[config.mk]
export PLATFORM = sky130hd
export DESIGN_NAME = suma_c2
export DESIGN_NICKNAME = d
export VERILOG_FILES = /design/src/rtl/suma_c2.sv
export SDC_FILE = /design/constraint.sdc
export NUM_CORES = 1
export LEC_CHECK = 0
export ABC_AREA = 1
export BUFFER_PORTS_ARGS = -buffer_cell sky130_fd_sc_hd__buf_4
export CAP_MARGIN = 25
export CORE_AREA = 2 2 39 41
export DETAILED_ROUTE_END_ITERATION = 10
export DIE_AREA = 0 0 41 43
export HOLD_SLACK_MARGIN = 0.08
export PLACE_DENSITY = 0.71
export SLEW_MARGIN = 20
export SYNTH_ARGS = -nofsm -noshare
export SYNTH_HDL_FRONTEND = slang
export SYNTH_SLANG_ARGS = --single-unit
[constraint.sdc]
create_clock -name clk -period 3.9 [get_ports clk]
set_input_delay 0.195 -clock clk [delete_from_list [all_inputs] [get_ports clk]]
set_output_delay 0.195 -clock clk [all_outputs]
set_load 0.01 [all_outputs]
[src/rtl/suma_c2.sv]
// suma_c2: registered two's-complement adder with carry-in, carry-out and
// signed-overflow flag. The sum ripples through a chain of full-adder cells,
// and the outputs are registered once per clock.

// Single-bit full-adder cell. It is the building block of the ripple chain.
module suma_c2_fa (
    input  logic a,
    input  logic b,
    input  logic ci,
    output logic s,
    output logic co
);

    // Sum and majority-carry of the three input bits
    always_comb begin
        s  = a ^ b ^ ci;
        co = (a & b) | (a & ci) | (b & ci);
    end

endmodule

module suma_c2 #(
    parameter int ANCHO = 8
) (
    input  logic             clk,
    input  logic             rst_n,
    input  logic [ANCHO-1:0] a,
    input  logic [ANCHO-1:0] b,
    input  logic             ci,
    output logic [ANCHO-1:0] s,
    output logic             coutfin,
    output logic             desb
);

    // carry[i] is the carry into cell i; carry[ANCHO] leaves the MSB cell
    logic [ANCHO:0]   carry;
    logic [ANCHO-1:0] s_next;
    logic             coutfin_next;
    logic             desb_next;

    assign carry[0] = ci;

    // Ripple chain of ANCHO full-adder cells, LSB first
    for (genvar i = 0; i < ANCHO; i++) begin : g_cell
        suma_c2_fa u_fa (
            .a  (a[i]),
            .b  (b[i]),
            .ci (carry[i]),
            .s  (s_next[i]),
            .co (carry[i+1])
        );
    end

    // Signed overflow occurs exactly when the carries into and out of the
    // sign cell disagree, which is the same as the operand/result sign rule
    always_comb begin
        coutfin_next = carry[ANCHO];
        desb_next    = carry[ANCHO] ^ carry[ANCHO-1];
    end

    // Output registers; synchronous reset wins over any operand value
    always_ff @(posedge clk) begin
        if (!rst_n) begin
            s       <= '0;
            coutfin <= 1'b0;
            desb    <= 1'b0;
        end else begin
            s       <= s_next;
            coutfin <= coutfin_next;
            desb    <= desb_next;
        end
    end

endmodule

# ---- Word-level counts from Yosys, hierarchy flattened
# Cells that the tools add are included.
dict set report op_classes {
  n_bitwise 57
}
# operator count
set op_table {}
lappend op_table {{1-bit AND} 24}
lappend op_table {{1-bit XOR} 17}
lappend op_table {{1-bit OR} 16}
dict set report word_totals {
  register_bits 10
  in_bits 19
  wordCells 60
}

# ---- Logic depth before layout (Yosys ltp)
dict set report logic_depth {
  depth_word 25
  depth_mapped 14
  mapped_depth_nobuf 14
}

# ---- Cells and area by module
# From an unflattened synthesis, not the netlist that was laid out.
dict set report hier_totals {
  cells_unflattened 41
  hier_area_um2 461.7
}
# mod n_inst cells_each area_each_um2
set modules_own_cells {}
lappend modules_own_cells {suma_c2 1 33 301.5}
lappend modules_own_cells {suma_c2_fa 8 1 20.0}

# ---- Worst setup path before layout
# No wires, ideal clock.
dict set report synth_path {
  path_type {input to register}
  startpoint {input a[0]}
  endpoint {register s[7]}
  setup_time_ns 0.064
  arrival_time_ns 3.286
  path_slack_ns 0.550
  path_stages 12
  n_path_buf 0
  path_cell_list {inv_1 fa_1 inv_1 fa_1 fa_1 fa_1 fa_1 fa_1 fa_1 inv_1 fa_1 nor2_1}
}
dict set report synth_via {
  elab_chain_cells 22
}
# item line_no
set synth_rtl {}
lappend synth_rtl {{start: declaration} 27} ;# input logic [ANCHO-1:0] a,
lappend synth_rtl {{1-bit AND} 17} ;# co = (a & b) | (a & ci) | (b & ci);
lappend synth_rtl {{1-bit OR (*) (2 in series)} 17}
lappend synth_rtl {{1-bit AND} 17}
lappend synth_rtl {{1-bit OR} 17}
lappend synth_rtl {{1-bit OR (*)} 17}
lappend synth_rtl {{1-bit AND} 17}
lappend synth_rtl {{1-bit OR} 17}
lappend synth_rtl {{1-bit OR (*)} 17}
lappend synth_rtl {{[... 5 more ...]} n/a}
lappend synth_rtl {{1-bit OR (*)} 17}
lappend synth_rtl {{1-bit AND} 17}
lappend synth_rtl {{1-bit OR} 17}
lappend synth_rtl {{1-bit OR (*)} 17}
lappend synth_rtl {{1-bit AND} 17}
lappend synth_rtl {{1-bit OR} 17}
lappend synth_rtl {{1-bit OR (*)} 17}
lappend synth_rtl {{1-bit XOR (*)} 16} ;# s = a ^ b ^ ci;
lappend synth_rtl {{end signal: assignment} 68} ;# s <= s_next;
lappend synth_rtl {{end: declaration} 30} ;# output logic [ANCHO-1:0] s,
# Every way passes the cells marked *; elsewhere a longest branch is shown, timed or not.
# A chain may end at the register's enable or synchronous reset.

# ---- Final worst setup path
# Same ends and word-level chain as after synthesis.

==> impl_metrics.py <==
metrics = {
    "global_route": {
        "track_usage_pct": 11.3,
        "met3_usage_pct": 0,
        "antenna_found_initial": 0,
        "grt_max_degree": 9,
        "first_global_vias": 336,
        "grt_overflow_total": 0,
        "use_met2_pct": 15.6,
        "grtUsageMet1_pct": 15.6,
        "top_usage_layer": "met2",
        "grt_pass1_wl_microns": 1300,
    },
    "timing": {
        "clock.fmax_mhz": 300,
        "rsz0062_at_grt": "no",
        "min_period_over_period_pct": 85.4,
        "setup_viol": 0,
        "fin_crit_ns": 3.33,
        "slew_violations": 0,
        "finalHoldViolations": 0,
        "max_slew_margin_pct": 92.8,
        "setup_tns_ns": 0,
        "worst_pin_slew_ns": 0.107,
    },
    "detailed_routing": {
        "wl_per_cell_microns": 8.00,
        "drt-initial-drc-count": 2,
        "drtAntennaViolNets": 0,
        "finalWirelength_microns": 736,
        "route.detailed.drc": 0,
        "drt_first_pass_iters": 4,
        "avgViaCountPerCell": 3.75,
        "vias": 345,
    },
    "clock_tree": {
        "cts-root-buf": "clkbuf_4",
        "post_cts_buffers": 0,
        "cts_buffer_depth": 2,
        "h-tree-depth": 1,
        "clk_pin_slew_ns": 0.05,
        "ctsResizeCount": 0,
        "cts_sinks": 10,
        "cts_tree": "built",
        "cts_buffers": 3,
        "ctsHoldBuffers": 0,
    },
    "worst_setup_path": {
        "slowest_delay_ns": 0.41,
        "path_cells": "buf_4 > inv_1 > fa_1 > inv_1 > fa_1 > fa_1 > fa_1 > fa_1 > fa_1 > fa_1 > inv_1 > fa_1 > nor2_1",
        "crit_cells": 13,
        "start_kind": "primary input",
        "crit_arrival_ns": 3.52,
        "path_delay_family": "adder cells",
        "crit_fanout": 3,
        "path_class": "in -> reg",
        "cpMaxStageDelayCell": "fa_1",
        "cp_num_buf_inv": 4,
        "cpMostUsedCell": "fa_1",
        "required_ns": 4.09,
        "endpoint_kind": "register",
    },
    "die": {
        "die_area_sq_um": 1760,
        "die_w_microns": 41,
        "core_sq_um": 1380,
        "start_util_pct": 33.7,
        "die_h_microns": 43,
        "rows": 14,
        "io-pin-count": 29,
    },
    "job": {
        "maxCapViolCount": 0,
    },
    "placed_design": {
        "dp_hpwl_microns": 667,
        "placed_cells": 89,
        "port_buffers": 28,
        "gp_congestion": 0.661,
    },
    "synth": {
        "synth-simple-area-share_pct": 10.5,
        "synthAdderAreaFrac_pct": 34.3,
        "syn_inst": 46,
        "synth_nets": 73,
        "synth_most_common_cell": "inv_1",
        "synth_edf_count": 0,
        "ys_top_cells_by_area": "dfxtp_1, fa_1, inv_1, nand2_1, nor2_1",
        "synth_top_area_share_pct": 42.9,
        "synth_async_sr_flop_share_pct": 0,
        "yosysWarnings": 0,
        "syn_area_sq_um": 467,
        "synth_xor_area_share_pct": 0,
        "synthFlopType": "dfxtp_1",
        "ys_ff_latch": 10,
        "synth_top_family_by_area": "adder cells",
        "ys_seq_area_share_pct": 42.9,
        "synth_mux_area_share_pct": 0,
        "synthTopCellsByCount": "inv_1, dfxtp_1, fa_1, nand2_1, nor2_1",
        "yosysTopAreaCell": "dfxtp_1",
        "syn-mean-instance-area_sq_um": 10.1,
        "synth_cell_type_count": 7,
        "synth_compound_area_share_pct": 0,
    },
    "layout": {
        "regArea_sq_um": 200,
        "antenna_cells": 0,
        "drive_above_1_share_pct": 42.1,
        "final_util_pct": 51.6,
        "fillers": 134,
        "final_nets": 105,
        "multi_input_area_sq_um": 209,
        "area_delta_synth_final_pct": 53.1,
        "fin_cells": 92,
    },
    "hold_path": {
        "hold_class": "in -> reg",
        "worstHoldPathCells": 3,
    },
    "power_and_ir_drop": {
        "powerDensity_nw_per_um2": 350,
        "peakVddDrop_mv": 0.114,
        "p_leak_nw": 0.410,
    },
    "run_status": {
        "status": "complete, no violations",
    },
}
## cells in the final DEF, fill, tap and decap left out
cell type | netlist | routed
buf_4 | 0 | 28
clkbuf_4 | 0 | 3
dfxtp_1 | 10 | 10
fa_1 | 8 | 8
inv_1 | 13 | 13
inv_2 | 1 | 1
nand2_1 | 8 | 8
nor2_1 | 5 | 5
## kinds of logic (layout without fill, tap and decap cells)
family / after synthesis / in the layout
AND/OR/NAND/NOR: 13 / 13
buffers and inverters: 15 / 45
adder cells (fa/ha/maj): 8 / 8
flip-flops: 10 / 10
## layer usage
metal	up-vias	share of wire [%]
li1	184	-
met1	150	39
met2	11	55
met3	0	5.6
met4	0	0
met5	-	0
## power breakdown
part           switching [mW]  internal (mW)  total [mW]
clock                  0.0269         0.0351      0.0621
combinational          0.0309         0.0392      0.0701
sequential            0.00290          0.115       0.118
## final timing paths
kind | from | to | slack [ns]
max | a[0] | s[7] | 0.57
min | rst_n | s[1] | 0.19
## per-stage QoR
| step | area (sq um) | power [mW] | hold slack, ns | worst slack (ns) |
|---|---|---|---|---|
| after floorplan | 467 | 0.152 | 0.436 | 0.550 |
| after global placement | 692 | 0.190 | 0.447 | 0.317 |
| after detailed placement | 692 | 0.191 | 0.445 | 0.291 |
| after CTS | 714 | 0.254 | 0.186 | 0.548 |
| after global routing | 714 | 0.270 | 0.209 | 0.393 |
| final | 714 | 0.250 | 0.191 | 0.571 |
## cell type report
class | count | area share (%)
Sequential cell | 10 | 28.0
Tap cell | 16 | 2.80
Timing Repair Buffer | 28 | 29.4
Multi-Input combinational cell | 21 | 29.2
Clock buffer | 3 | 3.15
Inverter | 14 | 7.36
## registers in the layout (all words and copies together), names as in the netlist
| name | flops |
|---|---|
| s | 8 |
| desb | 1 |
| coutfin | 1 |
## worst min-delay path, stage by stage
cell	delay, ns
buf_4	0.12
nand2_1	0.05
inv_1	0.04
No activity file was read; power rests on OpenSTA's default activity.
